==> config.mk <==
export PLATFORM = sky130hd
export DESIGN_NAME = serial_pattern_tx_flat
export DESIGN_NICKNAME = d
export VERILOG_FILES = /design/src/rtl/serial_pattern_tx_if.sv /design/src/rtl/serial_pattern_tx.sv /design/src/flat_wrapper.sv
export SDC_FILE = /design/constraint.sdc
export NUM_CORES = 1
export LEC_CHECK = 0
export CORE_AREA = 2 2 50 52
export DETAILED_ROUTE_END_ITERATION = 8
export DIE_AREA = 0 0 52 54
export PLACE_DENSITY = 0.81
export RECOVER_POWER = 100
export SLEW_MARGIN = 20
export SYNTH_ARGS = -nofsm -noshare
export SYNTH_HDL_FRONTEND = slang
export SYNTH_SLANG_ARGS = --single-unit
==> constraint.sdc <==
create_clock -name clock -period 4.1 [get_ports clock]
set_input_delay 0.615 -clock clock [delete_from_list [all_inputs] [get_ports clock]]
set_output_delay 0.615 -clock clock [all_outputs]
set_load 0.01 [all_outputs]
==> src/rtl/serial_pattern_tx_if.sv <==
// rtl/serial_pattern_tx_if.sv - request/serial-output bundle for serial_pattern_tx; SEQ_TX_REPEAT_EN adds repeat_mode
interface serial_pattern_tx_if #(
  parameter int WIDTH = 8,
  parameter int LEN_W = 4
);
  logic             start;
  logic [WIDTH-1:0] pattern;
  logic [LEN_W-1:0] length;
`ifdef SEQ_TX_REPEAT_EN
  logic             repeat_mode;
`endif
  logic             w;
  logic             w_valid;
  logic             busy;
  logic             done;
  logic [LEN_W-1:0] bits_left;
  logic [1:0]       state;

  modport master (
`ifdef SEQ_TX_REPEAT_EN
    output repeat_mode,
`endif
    output start, pattern, length,
    input  w, w_valid, busy, done, bits_left, state
  );

  modport slave (
`ifdef SEQ_TX_REPEAT_EN
    input  repeat_mode,
`endif
    input  start, pattern, length,
    output w, w_valid, busy, done, bits_left, state
  );
endinterface

==> src/rtl/serial_pattern_tx.sv <==
// rtl/serial_pattern_tx.sv - parallel-load, MSB-first serial pattern transmitter
// Optional back-to-back repeat streaming is enabled by defining SEQ_TX_REPEAT_EN.
module serial_pattern_tx #(
  parameter int WIDTH = 8,
  parameter int LEN_W = 4
) (
  input logic               clock,
  input logic               resetn,
  serial_pattern_tx_if.slave bus
);
  typedef enum logic [1:0] {
    IDLE = 2'b00,
    SEND = 2'b01,
    DONE = 2'b10
  } state_t;

  localparam logic [LEN_W-1:0] WIDTH_L = LEN_W'(WIDTH);
  localparam logic [LEN_W-1:0] ONE_L   = LEN_W'(1);

  state_t           state_q;
  logic [WIDTH-1:0] shreg;
  logic [LEN_W-1:0] cnt;
  logic             len_ok;

`ifdef SEQ_TX_REPEAT_EN
  logic [WIDTH-1:0] shadow;
  logic [LEN_W-1:0] len_cap;
`endif

  assign len_ok = (bus.length != '0) && (bus.length <= WIDTH_L);

  always_ff @(posedge clock) begin
    if (!resetn) begin
      state_q <= IDLE;
      shreg   <= '0;
      cnt     <= '0;
`ifdef SEQ_TX_REPEAT_EN
      shadow  <= '0;
      len_cap <= '0;
`endif
    end else begin
      case (state_q)
        IDLE: begin
          if (bus.start && len_ok) begin
            // Left-align so the first bit to send always sits in the MSB.
            shreg   <= bus.pattern << (WIDTH_L - bus.length);
            cnt     <= bus.length;
            state_q <= SEND;
`ifdef SEQ_TX_REPEAT_EN
            shadow  <= bus.pattern << (WIDTH_L - bus.length);
            len_cap <= bus.length;
`endif
          end
        end
        SEND: begin
          shreg <= shreg << 1;
          cnt   <= cnt - ONE_L;
          if (cnt == ONE_L) begin
`ifdef SEQ_TX_REPEAT_EN
            if (bus.repeat_mode) begin
              shreg <= shadow;
              cnt   <= len_cap;
            end else begin
              state_q <= DONE;
            end
`else
            state_q <= DONE;
`endif
          end
        end
        DONE:    state_q <= IDLE;
        default: state_q <= IDLE;
      endcase
    end
  end

  assign bus.w         = (state_q == SEND) ? shreg[WIDTH-1] : 1'b0;
  assign bus.w_valid   = (state_q == SEND);
  assign bus.busy      = (state_q == SEND) || (state_q == DONE);
  assign bus.done      = (state_q == DONE);
  assign bus.bits_left = (state_q == SEND) ? cnt : '0;
  assign bus.state     = state_q;
endmodule
==> src/flat_wrapper.sv <==
// flat-port wrapper written by rule: the top's interface ports become plain ports
module serial_pattern_tx_flat 
#(
  parameter int WIDTH = 8,
  parameter int LEN_W = 4
)
  (clock, resetn, bus_start, bus_pattern, bus_length, bus_w, bus_w_valid, bus_busy, bus_done, bus_bits_left, bus_state);
  serial_pattern_tx_if #(.WIDTH(WIDTH), .LEN_W(LEN_W)) bus_i ();
  input logic clock;
  input logic resetn;
  input wire logic [$bits(bus_i.start)-1:0] bus_start;
  input wire logic [$bits(bus_i.pattern)-1:0] bus_pattern;
  input wire logic [$bits(bus_i.length)-1:0] bus_length;
  output wire logic [$bits(bus_i.w)-1:0] bus_w;
  output wire logic [$bits(bus_i.w_valid)-1:0] bus_w_valid;
  output wire logic [$bits(bus_i.busy)-1:0] bus_busy;
  output wire logic [$bits(bus_i.done)-1:0] bus_done;
  output wire logic [$bits(bus_i.bits_left)-1:0] bus_bits_left;
  output wire logic [$bits(bus_i.state)-1:0] bus_state;
  assign bus_i.start = bus_start;
  assign bus_i.pattern = bus_pattern;
  assign bus_i.length = bus_length;
  assign bus_w = bus_i.w;
  assign bus_w_valid = bus_i.w_valid;
  assign bus_busy = bus_i.busy;
  assign bus_done = bus_i.done;
  assign bus_bits_left = bus_i.bits_left;
  assign bus_state = bus_i.state;
  serial_pattern_tx #(.WIDTH(WIDTH), .LEN_W(LEN_W)) u_core (.clock(clock), .resetn(resetn), .bus(bus_i));
endmodule
## Word level (Yosys, flattened, before mapping)

Index checks and enable logic that the tools add are counted.

- Flip-flop bits (word level): 14
- Bits in latches: 0
- Memory bits (writable): 0
- Memory bits (read-only): 0
- Input port bits: 15
- Output and inout port bits: 10
- Word-level logic and storage cells: 29
- Memories kept: 0

- Add/sub/neg operators: 2
- Multiply operators: 0
- Divide/modulo/power cells: 0
- Magnitude comparators: 1
- Eq/ne operators: 5
- Shift operators: 1
- Mux-type cells: 9
- Bitwise logic cells: 0
- Reductions and logical operators: 8

Operator list:

| cell | count |
|---|---|
| $pmux W8 S2 | 1 |
| $mux W4 | 2 |
| $mux W8 | 1 |
| $pmux W4 S2 | 1 |
| $shl A8 B4 Y8 | 1 |
| $eq A4 B1 Y1 const B | 1 |
| $le A4 B4 Y1 const B | 1 |
| $mux W2 | 2 |
| $ne A2 B1 Y1 const B | 2 |
| $pmux W2 S2 | 1 |
| $reduce_and A2 Y1 | 2 |
| $reduce_bool A4 Y1 | 1 |
| $sub A4 B1 Y4 const B | 1 |
| $sub A4 B4 Y4 const A | 1 |
| $eq A2 B1 Y1 const B | 1 |
| $eq A2 B2 Y1 const B | 1 |
| $logic_and A1 B1 Y1 | 2 |
| $logic_not A2 Y1 | 1 |
| $reduce_bool A2 Y1 | 1 |
| $logic_or A1 B1 Y1 | 1 |
| $mux W1 | 1 |

## Depth between registers and ports, before layout

- Word-level depth: 5
- Mapped depth: 9
- Gate-level depth less buffers: 7

## Least setup slack after synthesis

OpenSTA, ideal clock, no wires.

- Path kind: input to register
- Start: input bus_length[0]
- End: register u_core.shreg[6]
- Library setup time: 70 ps
- Arrival: 2320 ps
- Data required time: 4030 ps
- Setup slack: 1710 ps
- Stages: 7
- Path buffers: 1
- Cell sequence: buf_2 clkinv_1 ha_1 xor2_2 mux4_2 nand2b_1 a21oi_1

- Cells in the longest elaborated chain, start to end: 5
- Elaborated cells between the ends (all ways): 10
- Classes of those cells: add/sub (1); order compare (1); eq/ne (1); shift (1); mux (2); reduce/logical (4)

Ends and longest elaborated chain:

| element | line | source |
|---|---|---|
| start: declaration | flat_wrapper.sv:13 | `input wire logic [$bits(bus_i.length)-1:0] bus_length;` |
| branches (longest 5 deep; another with $sub A4 B4 Y4) | - |  |
| end signal: assignment | serial_pattern_tx.sv:46 | `shreg <= bus.pattern << (WIDTH_L - bus.length);` |
| end signal: assignment | serial_pattern_tx.sv:56 | `shreg <= shreg << 1;` |
| end: declaration | serial_pattern_tx.sv:21 | `logic [WIDTH-1:0] shreg;` |

Several ways; the timed one is not identified. The select of a mux whose other input is x is not followed.
A chain may end at the register's enable or synchronous reset.

## Worst setup path in the final report

- Start: input bus_length[0]
- End: register u_core.cnt[0]

- Cells in the longest elaborated chain, start to end: 5
- Elaborated cells between the ends (all ways): 8
- Classes of those cells: order compare (1); eq/ne (1); mux (2); reduce/logical (4)

Ends and longest elaborated chain:

| element | line | source |
|---|---|---|
| $le A4 B4 Y1 / $reduce_bool A4 Y1 (equally long branches) | serial_pattern_tx.sv:30 | `assign len_ok = (bus.length != '0) && (bus.length <= WIDTH_L);` |
| $logic_and A1 B1 Y1 | serial_pattern_tx.sv:30 |  |
| $logic_and A1 B1 Y1 | serial_pattern_tx.sv:44 | `if (bus.start && len_ok) begin` |
| $ne A2 B1 Y1 (no line) | - |  |
| $reduce_and A2 Y1 (no line) | - |  |
| end signal: assignment | serial_pattern_tx.sv:47 | `cnt <= bus.length;` |
| end signal: assignment | serial_pattern_tx.sv:57 | `cnt <= cnt - ONE_L;` |
| end: declaration | serial_pattern_tx.sv:22 | `logic [LEN_W-1:0] cnt;` |

Several ways; a longest one is shown, not always the timed one. The select of a mux whose other input is x is not followed.

==> results.md <==
* N_diodes at 0
* Cell count after synthesis at 136
* Setup ws final at 1.01 ns
* Total global routing overflow at 0
* DR WL/cell at 13.9 µm
* Chip Height at 54 µm
* GRT Util Overall at 20.2%
* CTS tree: done
* Critical Path AT at 3.31 ns
* Slowest CP cell: dlygate4sd3_1
* Worst slew margin at 48.1%
* Minimum clock period after layout at 3.09 ns
* CTS resizes at 0
* Setup TNS at 0 ns
* HP Class: register to register
* Synthesized area at 1130 µm²
* Final Wtd Congestion at 0.829
* # Max-Cap Violations at 0
* Post-DP HPWL at 1930 µm
* Ports at 25
* First-pass iteration count of the detailed router at 4
* Initial antenna violation count at 0
* Post-synth cell types at 42
* Post-route ant nets at 0
* Setup crit start kind: input pin
* Synth Flop Type: dfxtp_1
* Via count at 1092
* Crit path max fanout at 11
* Syn Nets at 158
* Max clock buf depth at 2
* Chip width at 52 µm
* Worst-Margin Slew at 0.778 ns
* Routed WL at 2610 µm
* DRC viols at 0
* Post-synthesis sequential area ratio at 24.9%
* Max-slew violations at 0
* Clock transition at path regs at 0.09 ns
* Required @ worst endpoint at 4.32 ns
* Mapped Avg Cell Area at 8.28 µm²
* Crit share post-route at 75.4%
* CTS Buf Count at 3
* Total of hold buffers inserted after clock tree synthesis at 0
* Starting DRT DRC Count at 35
* FFs w/ async S/R, synth at 0%
* Leakage at 0.556 nW
* Core Area at 2320 µm²
* Vias per inst at 5.84
* Largest net degree at the start of global routing at 25
* Die area at 2810 µm²
* Crit path capture type: register
* Final hold slack at 0.471 ns
* Post-synth EDFFs at 0
* Max Fclk at 323 MHz
* Final core occ at 59.7%
* Root Driver: clkbuf_4
* Setup violations, final at 0
* P per Cell Area at 393 nW/µm²
* Setup Buffers After CTS at 0
* Status: finished clean
* Crit path cell chain: dlygate4sd3_1, clkinv_1, ha_1, nor2b_1, xnor2_1, a31o_1, o21ai_0, a21oi_1
* Cell row count at 18
* Vias in the first global route at 998
* Peak VDD IR at 0.298 mV
* Clock sink count at 14
* Area delta synth->final at 22.9%
* Layout cells sized above 1 at 8.28%
* Fin. Hold Viols at 0
* Initial core utilization at 48.5%
* Flops & latches, synth at 14
* Setup WS pre-CTS at 0.857 ns
* Worst-Skew Late Latency at 0.28 ns
* Clock Skews at 0.0120 ns
* H-Tree Depth at 1
* Unrepaired setup endpoints after global routing: false
* Nets at 180
* I/O Buffers at 24
* Critical path class: input pin to register
* First-pass GRT wire length at 4210 µm
* Synth Warn # at 0
* Slowest stage delay, CP at 0.75 ns
## cell type report
| type | count | area, µm² |
|---|---|---|
| Inverter | 9 | 33.8 |
| Tap cell | 30 | 37.5 |
| Clock buffer | 4 | 36.3 |
| Multi-Input combinational cell | 106 | 756 |
| Sequential cell | 14 | 280 |
| Timing Repair Buffer | 24 | 240 |
| Fill cell | 221 | 936 |
## kinds of logic after synthesis
| logic type | after synthesis | share of synthesized area, % |
|---|---|---|
| AO/OA/AOI/OAI | 44 | 26.3 |
| adder cells (fa/ha/maj) | 7 | 7.78 |
| buffers and inverters | 16 | 6.56 |
| flip-flops | 14 | 24.9 |
| AND/OR/NAND/NOR | 40 | 18.9 |
| XOR/XNOR | 3 | 3.67 |
| multiplexers | 12 | 11.9 |
## worst paths after layout
path | end | from | cells after the start | slack, ns
setup / recovery | u_core.cnt[0]$_SDFFE_PN0P_ | bus_length[0] | 8 | 1.01
hold / removal | u_core.shreg[0]$_SDFFE_PN0P_ | u_core.shreg[0]$_SDFFE_PN0P_ | 2 | 0.47
setup reg to reg | u_core.cnt[0]$_SDFFE_PN0P_ | u_core.bus.state[1]$_SDFFE_PN0P_ | 6 | 1.88
hold reg to reg | u_core.shreg[0]$_SDFFE_PN0P_ | u_core.shreg[0]$_SDFFE_PN0P_ | 2 | 0.47
## critical path, delay by kind of cell
| family | cells | cell delay, ns |
|---|---|---|
| AOI/OAI and AO/OA | 3 | 0.74 |
| xor gates and xnor gates | 1 | 0.36 |
| adders and majority gates | 1 | 0.34 |
| buffers and inverters | 2 | 1.07 |
| and+or+nand+nor | 1 | 0.18 |
## cells in the mapped netlist, types with 2 or more instances
master | instances | share of area (%)
nand2_1 | 10 | 3.3
and2_1 | 5 | 2.8
o21ai_0 | 13 | 5.8
or2_2 | 2 | 1.1
nor3_1 | 2 | 0.89
mux2i_1 | 10 | 8.9
buf_2 | 2 | 0.89
clkbuf_1 | 3 | 1.0
a31o_1 | 2 | 1.6
nand2b_1 | 2 | 1.1
nand3_1 | 3 | 1.3
inv_1 | 8 | 2.7
a21oi_1 | 15 | 6.7
nor3b_1 | 3 | 2.0
a221oi_1 | 2 | 1.6
ha_1 | 7 | 7.8
dfxtp_1 | 14 | 25
o221ai_1 | 2 | 1.6
nor2_1 | 7 | 2.3
a32oi_1 | 2 | 1.6
## power by group
group	total, W	switching (W)	internal, W
logic	0.000262	0.000145	0.000116
clock network	0.0000975	0.0000435	0.0000540
registers	0.000185	0.0000221	0.000163
## stage by stage
step                      cell area [µm²]  total power (W)  instances
final                                1380         0.000544        187
after global routing                 1380         0.000584        187
after CTS                            1400         0.000554        187
after detailed placement             1360         0.000455        183
after global placement               1360         0.000446        183
after floorplan                      1130         0.000376        136
## registers in the layout (all words and copies together), names as in the netlist
name,count
u_core.cnt,4
u_core.shreg,8
u_core.bus.state,2
## placed cells by master, fill, tap and decap left out, types with 2 or more instances in the layout
master and instances:
a21oi_1 15, a221oi_1 3, a31o_1 2, a32oi_1 2
and2_0 2, and2_1 3, clkbuf_4 3, clkdlybuf4s50_1 15
dfxtp_1 14, dlygate4sd3_1 9, ha_1 7, inv_1 8
mux2i_1 10, nand2_1 10, nand2b_1 2, nand3_1 3
nor2_1 7, nor2b_1 2, nor3_1 2, nor3b_1 3
o21ai_0 13, o221ai_1 2, or2_2 2, xnor2_1 2
## layer usage
metal  track usage (%)  vias up  share of wire [%]
met2              38.4       40                 52
met5                 0        -                  0
met1              21.6      510                 39
met3              4.44        8                6.1
met4              7.89        0                2.0
li1                  -      534                  -
Note: power is estimated with default switching activity, not from simulation.
